<file path="src/rtl/cacheline_adapter_pkg.sv">
// Shared constants and state type for the cache line adapter, so the cache,
// the adapter and the burst memory model all agree on line/beat geometry.
package cacheline_adapter_pkg;

    localparam int unsigned LINE_W     = 256;
    localparam int unsigned BEAT_W     = 64;
    localparam int unsigned ADDR_W     = 32;
    localparam int unsigned BURST_LEN  = LINE_W / BEAT_W;
    localparam int unsigned CNT_W      = $clog2(BURST_LEN);
    localparam int unsigned LINE_BYTES = LINE_W / 8;

    localparam logic [CNT_W-1:0]  LAST_BEAT = CNT_W'(BURST_LEN - 1);
    localparam logic [ADDR_W-1:0] LINE_MASK = ~ADDR_W'(LINE_BYTES - 1);

    typedef enum logic [2:0] {
        StIdle,
        StRdReq,
        StRdData,
        StWrData,
        StResp
    } adapter_state_t;

    // Clears the byte-within-line bits of an address.
    function automatic logic [ADDR_W-1:0] line_align(input logic [ADDR_W-1:0] addr);
        return addr & LINE_MASK;
    endfunction

endpackage

</file>
<file path="src/rtl/cacheline_adapter.sv">
// Memory-side responder for the cache's line interface. Each 256-bit line
// read or write-back becomes a 4-beat x 64-bit burst on the bmem port; the
// cache is answered with a one-cycle dfp_resp_o pulse. One request at a time.
//
// Ports:
//   clk, rst              clock, asynchronous active-high reset
//   dfp_addr_i            line address from the cache (held with the request)
//   dfp_read_i/write_i    level requests, held until dfp_resp_o
//   dfp_wdata_i           write-back line
//   dfp_rdata_o           assembled read line, valid with dfp_resp_o
//   dfp_resp_o            one-cycle completion pulse
//   bmem_addr_o           line-aligned burst address
//   bmem_read_o           burst read command, held until bmem_ready_i
//   bmem_write_o          write beat valid, high for every beat of a write burst
//   bmem_wdata_o          current write beat (beat 0 = line bits [63:0])
//   bmem_ready_i          memory accepts command/beat this cycle
//   bmem_raddr_i          tag of returning read data
//   bmem_rdata_i          read beat
//   bmem_rvalid_i         read beat valid
//   proto_err_o           high in any cycle with an illegal interface condition:
//                         read and write together in idle, rvalid outside a
//                         read burst, or a read beat tagged with the wrong line
module cacheline_adapter
    import cacheline_adapter_pkg::*;
(
    input  logic              clk,
    input  logic              rst,
    input  logic [ADDR_W-1:0] dfp_addr_i,
    input  logic              dfp_read_i,
    input  logic              dfp_write_i,
    input  logic [LINE_W-1:0] dfp_wdata_i,
    output logic [LINE_W-1:0] dfp_rdata_o,
    output logic              dfp_resp_o,
    output logic [ADDR_W-1:0] bmem_addr_o,
    output logic              bmem_read_o,
    output logic              bmem_write_o,
    output logic [BEAT_W-1:0] bmem_wdata_o,
    input  logic              bmem_ready_i,
    input  logic [ADDR_W-1:0] bmem_raddr_i,
    input  logic [BEAT_W-1:0] bmem_rdata_i,
    input  logic              bmem_rvalid_i,
    output logic              proto_err_o
);

    adapter_state_t state_q, state_d;
    logic [CNT_W-1:0] cnt_q, cnt_d;
    logic [ADDR_W-1:0] addr_q, addr_d;
    logic [BURST_LEN-1:0][BEAT_W-1:0] wbuf_q, wbuf_d;
    logic [BURST_LEN-1:0][BEAT_W-1:0] line_q, line_d;

    always_ff @(posedge clk or posedge rst) begin
        if (rst) begin
            state_q <= StIdle;
            cnt_q   <= '0;
            addr_q  <= '0;
            wbuf_q  <= '0;
            line_q  <= '0;
        end else begin
            state_q <= state_d;
            cnt_q   <= cnt_d;
            addr_q  <= addr_d;
            wbuf_q  <= wbuf_d;
            line_q  <= line_d;
        end
    end

    always_comb begin
        state_d      = state_q;
        cnt_d        = cnt_q;
        addr_d       = addr_q;
        wbuf_d       = wbuf_q;
        line_d       = line_q;
        bmem_read_o  = 1'b0;
        bmem_write_o = 1'b0;
        bmem_wdata_o = '0;
        dfp_resp_o   = 1'b0;

        unique case (state_q)
            StIdle: begin
                // Read wins when both requests are (illegally) raised together.
                if (dfp_read_i) begin
                    addr_d  = line_align(dfp_addr_i);
                    state_d = StRdReq;
                end else if (dfp_write_i) begin
                    addr_d  = line_align(dfp_addr_i);
                    wbuf_d  = dfp_wdata_i;
                    cnt_d   = '0;
                    state_d = StWrData;
                end
            end
            StRdReq: begin
                bmem_read_o = 1'b1;
                if (bmem_ready_i) begin
                    cnt_d   = '0;
                    state_d = StRdData;
                end
            end
            StRdData: begin
                if (bmem_rvalid_i) begin
                    line_d[cnt_q] = bmem_rdata_i;
                    cnt_d         = cnt_q + 1'b1;
                    if (cnt_q == LAST_BEAT) begin
                        state_d = StResp;
                    end
                end
            end
            StWrData: begin
                bmem_write_o = 1'b1;
                bmem_wdata_o = wbuf_q[cnt_q];
                if (bmem_ready_i) begin
                    cnt_d = cnt_q + 1'b1;
                    if (cnt_q == LAST_BEAT) begin
                        state_d = StResp;
                    end
                end
            end
            StResp: begin
                dfp_resp_o = 1'b1;
                state_d    = StIdle;
            end
            default: begin
                state_d = StIdle;
            end
        endcase
    end

    // Line buffer only changes on read beats, so it still holds the last read
    // line while a write-back is in flight.
    assign dfp_rdata_o = line_q;
    assign bmem_addr_o = addr_q;

    assign proto_err_o = (state_q == StIdle && dfp_read_i && dfp_write_i)
                       || (bmem_rvalid_i && state_q != StRdData)
                       || (bmem_rvalid_i && state_q == StRdData && bmem_raddr_i != addr_q);

endmodule
</file>
<file path="config.mk">
export PLATFORM = sky130hd
export DESIGN_NAME = cacheline_adapter
export DESIGN_NICKNAME = d
export VERILOG_FILES = /design/src/rtl/cacheline_adapter_pkg.sv /design/src/rtl/cacheline_adapter.sv
export SDC_FILE = /design/constraint.sdc
export NUM_CORES = 1
export LEC_CHECK = 0
export BUFFER_PORTS_ARGS = -buffer_cell sky130_fd_sc_hd__buf_2
export CORE_AREA = 5 5 287 289
export DETAILED_ROUTE_END_ITERATION = 10
export DIE_AREA = 0 0 292 294
export PLACE_DENSITY = 0.6
export SKIP_CTS_REPAIR_TIMING = 1
export SLEW_MARGIN = 20
export SYNTH_ARGS = -nofsm -noshare
export SYNTH_HDL_FRONTEND = slang
export SYNTH_SLANG_ARGS = --single-unit
</file>
<file path="constraint.sdc">
create_clock -name clk -period 20.6 [get_ports clk]
set_input_delay 3.09 -clock clk [delete_from_list [all_inputs] [get_ports clk]]
set_output_delay 3.09 -clock clk [all_outputs]
set_load 0.03 [all_outputs]
</file>
After elaboration in Yosys (flattened, before gate mapping)
Index checks and enable logic that the tools add are counted.

Add/subtract/negate cells: 1. $mul: 0. Div/mod/pow operators: 0. Magnitude comparators: 2. Equality and inequality tests: 13. Shift-type cells: 0. Mux-type cells: 24. Bitwise logic cells: 1. Reductions and logical operators: 16.

Operators by type and width (count): bitwise mux 256 bit (1); 2-to-1 mux 64 bit (3); binary-select mux 64 bit (select 2 bit) (1); demux 64 bit (select 2 bit) (1); 2-to-1 mux 32 bit (2); inequality test 32 bit (1); 2-to-1 mux 3 bit (6); case mux 3 bit (4 select lines) (1); 2-to-1 mux 2 bit (5); inequality test 2 bit (second input constant) (5); case mux 2 bit (4 select lines) (1); == test 3 x 2 -> 1 bit (second input constant) (2); logical AND 1 bit (6); AND reduction 6 bit (1); AND reduction 2 bit (2); AND reduction 4 bit (1); nonzero test 4 bit (1); == test 3 x 1 -> 1 bit (second input constant) (1); == test 3 bit (second input constant) (1); logical NOT 3 bit (1); less-than comparator 2 x 3 -> 1 bit (second input constant) (1); 2-to-1 mux 1 bit (3); inequality test 3 x 2 -> 1 bit (second input constant) (1); inequality test 3 bit (second input constant) (1); 7 further kinds (8).

Flip-flop bits (word level): 549. Latch bits: 0. Memory bits (writable): 0. ROM bits: 0. Bits of input ports: 390. Output and inout bits: 356. Word-level logic and storage cells: 68. Memories: 0.

Depth between registers and ports, before layout
Depth in word-level cells: 5. Gate-level depth with buffers: 7. Mapped depth without buffers: 4.

Worst setup path before layout
No wires, ideal clock.

Path type: input-to-output. From: input bmem_raddr_i[16]. To: output proto_err_o. Data arrival time: 4142 ps. Required time: 17510 ps. Path slack: 13368 ps. Stages on the path: 4. Path buffers: 0. Cells stage by stage: xor2_1 or4_1 nor4_1 a31oi_1.

Word-level cells in the longest chain between the ends: 3.

Ends and longest elaborated chain: start: declaration (line cacheline_adapter.sv:39) `input logic [ADDR_W-1:0] bmem_raddr_i,`; inequality test 32 bit (line cacheline_adapter.sv:134) `|| (bmem_rvalid_i && state_q == StRdData && bmem_raddr_i != addr_q);`; logical AND 1 bit (line cacheline_adapter.sv:134); logical OR 1 bit (line cacheline_adapter.sv:134); end: declaration (line cacheline_adapter.sv:42) `output logic proto_err_o`.

No other way between the ends.

Worst setup path in the final report
From: input bmem_raddr_i[22]. To: output proto_err_o.

Same word-level chain as after synthesis.

==> out/qor.yml <==
outcome:
  run_status: "completed"
yosys:
  synth-simple-area-share: 0.0277
  avgSynthCellArea_um2: 17.0
  synthXorXnorAreaFrac: 0.00890
  ys.flop_type: "dfrtp_1"
  synthAdderAreaFrac: 0.00212
  synth_edf_count: 0
  synth-compound-area-share: 0.00371
  yosysUniqueCellTypes: 39
  syn-instance-count: 1389
  netlist_area_um2: 23600
  async_flop_share: 1.00
  synthMuxAreaShare: 0.355
  synth_top_family_by_area: "multiplexers"
  yosys_register_bits: 544
  yosysWarnings: 0
  yosysSeqAreaShare: 0.576
place:
  portBuffers: 735
  gp_congestion: 0.927
  dp_hpwl_mm: 50.4
sta:
  setup_viol: 0
  rsz0062_at_grt: "false"
  tightestPinTransition_ns: 1.01
  finClkSkew_ns: 0.0147
  max_freq_ghz: 0.134
  slew_viol_final: 0
  slew_headroom: 0.327
  tns_ns: 0
  final.min_clock_period_ns: 7.45
  final.period_utilization: 0.362
  hold_viol: 0
floorplanning:
  die_w_um: 292
  row_count: 104
  ios: 746
  die_h_um: 294
  core-area_um2: 79600
  dieArea_um2: 85800
  start_util: 0.297
routing:
  drc: 0
  drt_iter0_markers: 578
  ant_nets: 0
  wl_per_cell_um: 21.5
  wl_mm: 69.7
  firstDrtPassIters: 4
  via_count: 14871
  viasPerCell: 4.59
worst_setup_path:
  cp.arrival_ns: 4.36
  cp_slowest_stage_delay_ns: 0.38
  r2r_start: "state_q[1]"
  crit_path_end_kind: "output port"
  startpoint_type: "input port"
  startpoint: "bmem_raddr_i[22]"
  cp_max_fo: 1
  path_cells: "buf_2 > xnor2_1 > nand4_1 > nor4_1 > a31oi_1 > buf_2"
  slowest_stage: "nor4_1"
  crit_type: "in2out"
  cp.required_ns: 17.51
  cp_common_cell: "buf_2"
power:
  p_total_mw: 5.45
  power.density_nw_per_um2: 180
  swShare: 0.385
  pwr-share-clk: 0.196
  p_leak_nw: 15.4
  seqPwrFrac: 0.355
  internal_power_mw: 3.35
  ir_drop_mv: 0.0784
  power_switching_mw: 2.10
  combPwrFrac: 0.449
global_route:
  grt_pass1_vias: 16601
  gr-total-overflow: 0
  grt_start_max_net_pins: 155
  grt_pass1_wl_mm: 105
  antenna_found_initial: 31
  grt_use_total: 0.155
cells_and_area:
  nets: 2511
  fillers: 7611
  area_growth_pct: 28.1
  utilization: 0.380
  layout-drive-gt1-share: 0.667
cts:
  ctsRootBufferMaster: "clkbuf_16"
  clk_path_buf_depth: 3
  numCtsBuffers: 59
  clock_sinks: 544
  clk_latency_ns: 0.60
  clkTransAtPathRegs_ns: 0.05
  tritoncts: "done"
  htree_levels: 2
run:
  drv_cap: 0
hold_path:
  hp-start: "dfp_rdata_o[189]"
  hold_path_class: "reg2reg"
-- stage by stage --
step / worst slack [ns] / std cells / area (um^2) / hold WS (ns)
floorplan: 2.30 / 1393 / 23600 / 0.474
global placement: 13.16 / 3115 / 28200 / 0.469
detailed placement: 13.20 / 3115 / 28200 / 0.476
CTS: 13.19 / 3223 / 30200 / 0.489
global route: 13.06 / 3230 / 30300 / 0.492
finish: 13.15 / 3237 / 30300 / 0.483
-- sequential cells by signal (all words and copies together) (netlist names) --
register     flops
bmem_addr_o     27
cnt_q            2
wbuf_q         256
state_q          3
dfp_rdata_o    256
-- worst paths after layout --
path / endpoint / slack (ns) / cells after the start
max: proto_err_o / 13.15 / 6
max in group asynchronous: state_q[0] / 15.94 / 5
max reg2reg: wbuf_q[89] / 16.30 / 6
min reg2reg: dfp_rdata_o[189] / 0.48 / 1
min in group asynchronous: wbuf_q[27] / 2.65 / 2
min: dfp_rdata_o[189] / 0.48 / 1
-- worst max-delay path: cells and delay by family --
| family | cells | cell delay (ns) |
|---|---|---|
| XOR/XNOR | 1 | 0.25 |
| buffers and inverters | 2 | 0.32 |
| AND/OR/NAND/NOR | 2 | 0.54 |
| AO/OA/AOI/OAI | 1 | 0.15 |
-- cell families (layout without fill, tap and decap cells) --
logic type      count (synthesis)  after routing
buf+inv                        97            868
mux                           602            602
simple gates                  104            104
other cells                     1             18
flops                         544            544
compound gates                 13             13
fa+ha+maj                       4              4
xor+xnor                       24             24
-- final cells by class --
cell class,count,area (um^2),share of cell area
inverters,7,33.8,0.00112
well taps,1060,1330,0.0438
flip-flops and latches,544,13600,0.450
diodes,13,32.5,0.00107
clock buffers,91,1790,0.0591
repair buffers,753,3850,0.127
clock inverters,17,190,0.00628
multi-input cells,752,9430,0.312
-- power groups by stage --
stage               logic [mW]  registers, mW  clock network (mW)
finish                    2.45           1.94                1.07
CTS                       2.49           1.93                1.10
detailed placement        2.47           1.95                   0
global route              2.59           2.00                1.14
floorplan                 1.27           2.40                   0
global placement          2.45           1.91                   0
-- synth_stat cells, types with 2 or more instances --
cell type / n / share of area
dfrtp_1: 544 / 0.58
mux2_2: 281 / 0.13
mux2_4: 240 / 0.15
and3_1: 66 / 0.017
mux4_2: 64 / 0.061
buf_2: 34 / 0.0072
clkbuf_1: 26 / 0.0041
buf_6: 24 / 0.011
xnor2_1: 22 / 0.0082
mux2_1: 16 / 0.0076
inv_1: 7 / 0.0011
buf_4: 6 / 0.0019
o21ai_0: 6 / 0.0013
nand2_1: 5 / 0.00079
nand4_1: 5 / 0.0013
ha_1: 4 / 0.0021
nand2_4: 4 / 0.0019
nand2b_1: 4 / 0.0011
nor3_1: 4 / 0.00085
nor2_1: 3 / 0.00048
nor2b_1: 3 / 0.00079
nor3b_1: 2 / 0.00064
nor4_1: 2 / 0.00053
xor2_1: 2 / 0.00074
-- layout by cell type, fill, tap and decap left out, types with 3 or more instances in the layout --
master       n
xnor2_1     22
conb_1       5
mux2_1      16
buf_4       15
nand2_4      5
and3_1      66
nor2b_1      3
inv_1        6
clkinv_2    11
bufinv_16    4
dfrtp_1    541
o21ai_0      6
clkbuf_8    15
nor2_1       3
mux4_2      64
nand2b_1     4
nor3_1       4
buf_2      735
ha_1         4
diode_2     13
clkbuf_1    15
nand4_1      5
mux2_2     281
nand2_1      4
clkbuf_16   61
mux2_4     240
-- per-layer routing --
| layer | global-route usage | vias to the layer above | part of all wire |
|---|---|---|---|
| li1 | - | 6505 | - |
| met1 | 0.182 | 7594 | 0.38 |
| met2 | 0.265 | 605 | 0.49 |
| met3 | 0.0610 | 137 | 0.095 |
| met4 | 0.0443 | 30 | 0.027 |
| met5 | 0 | - | 0.0029 |
No activity file was read; power rests on OpenSTA's default activity.
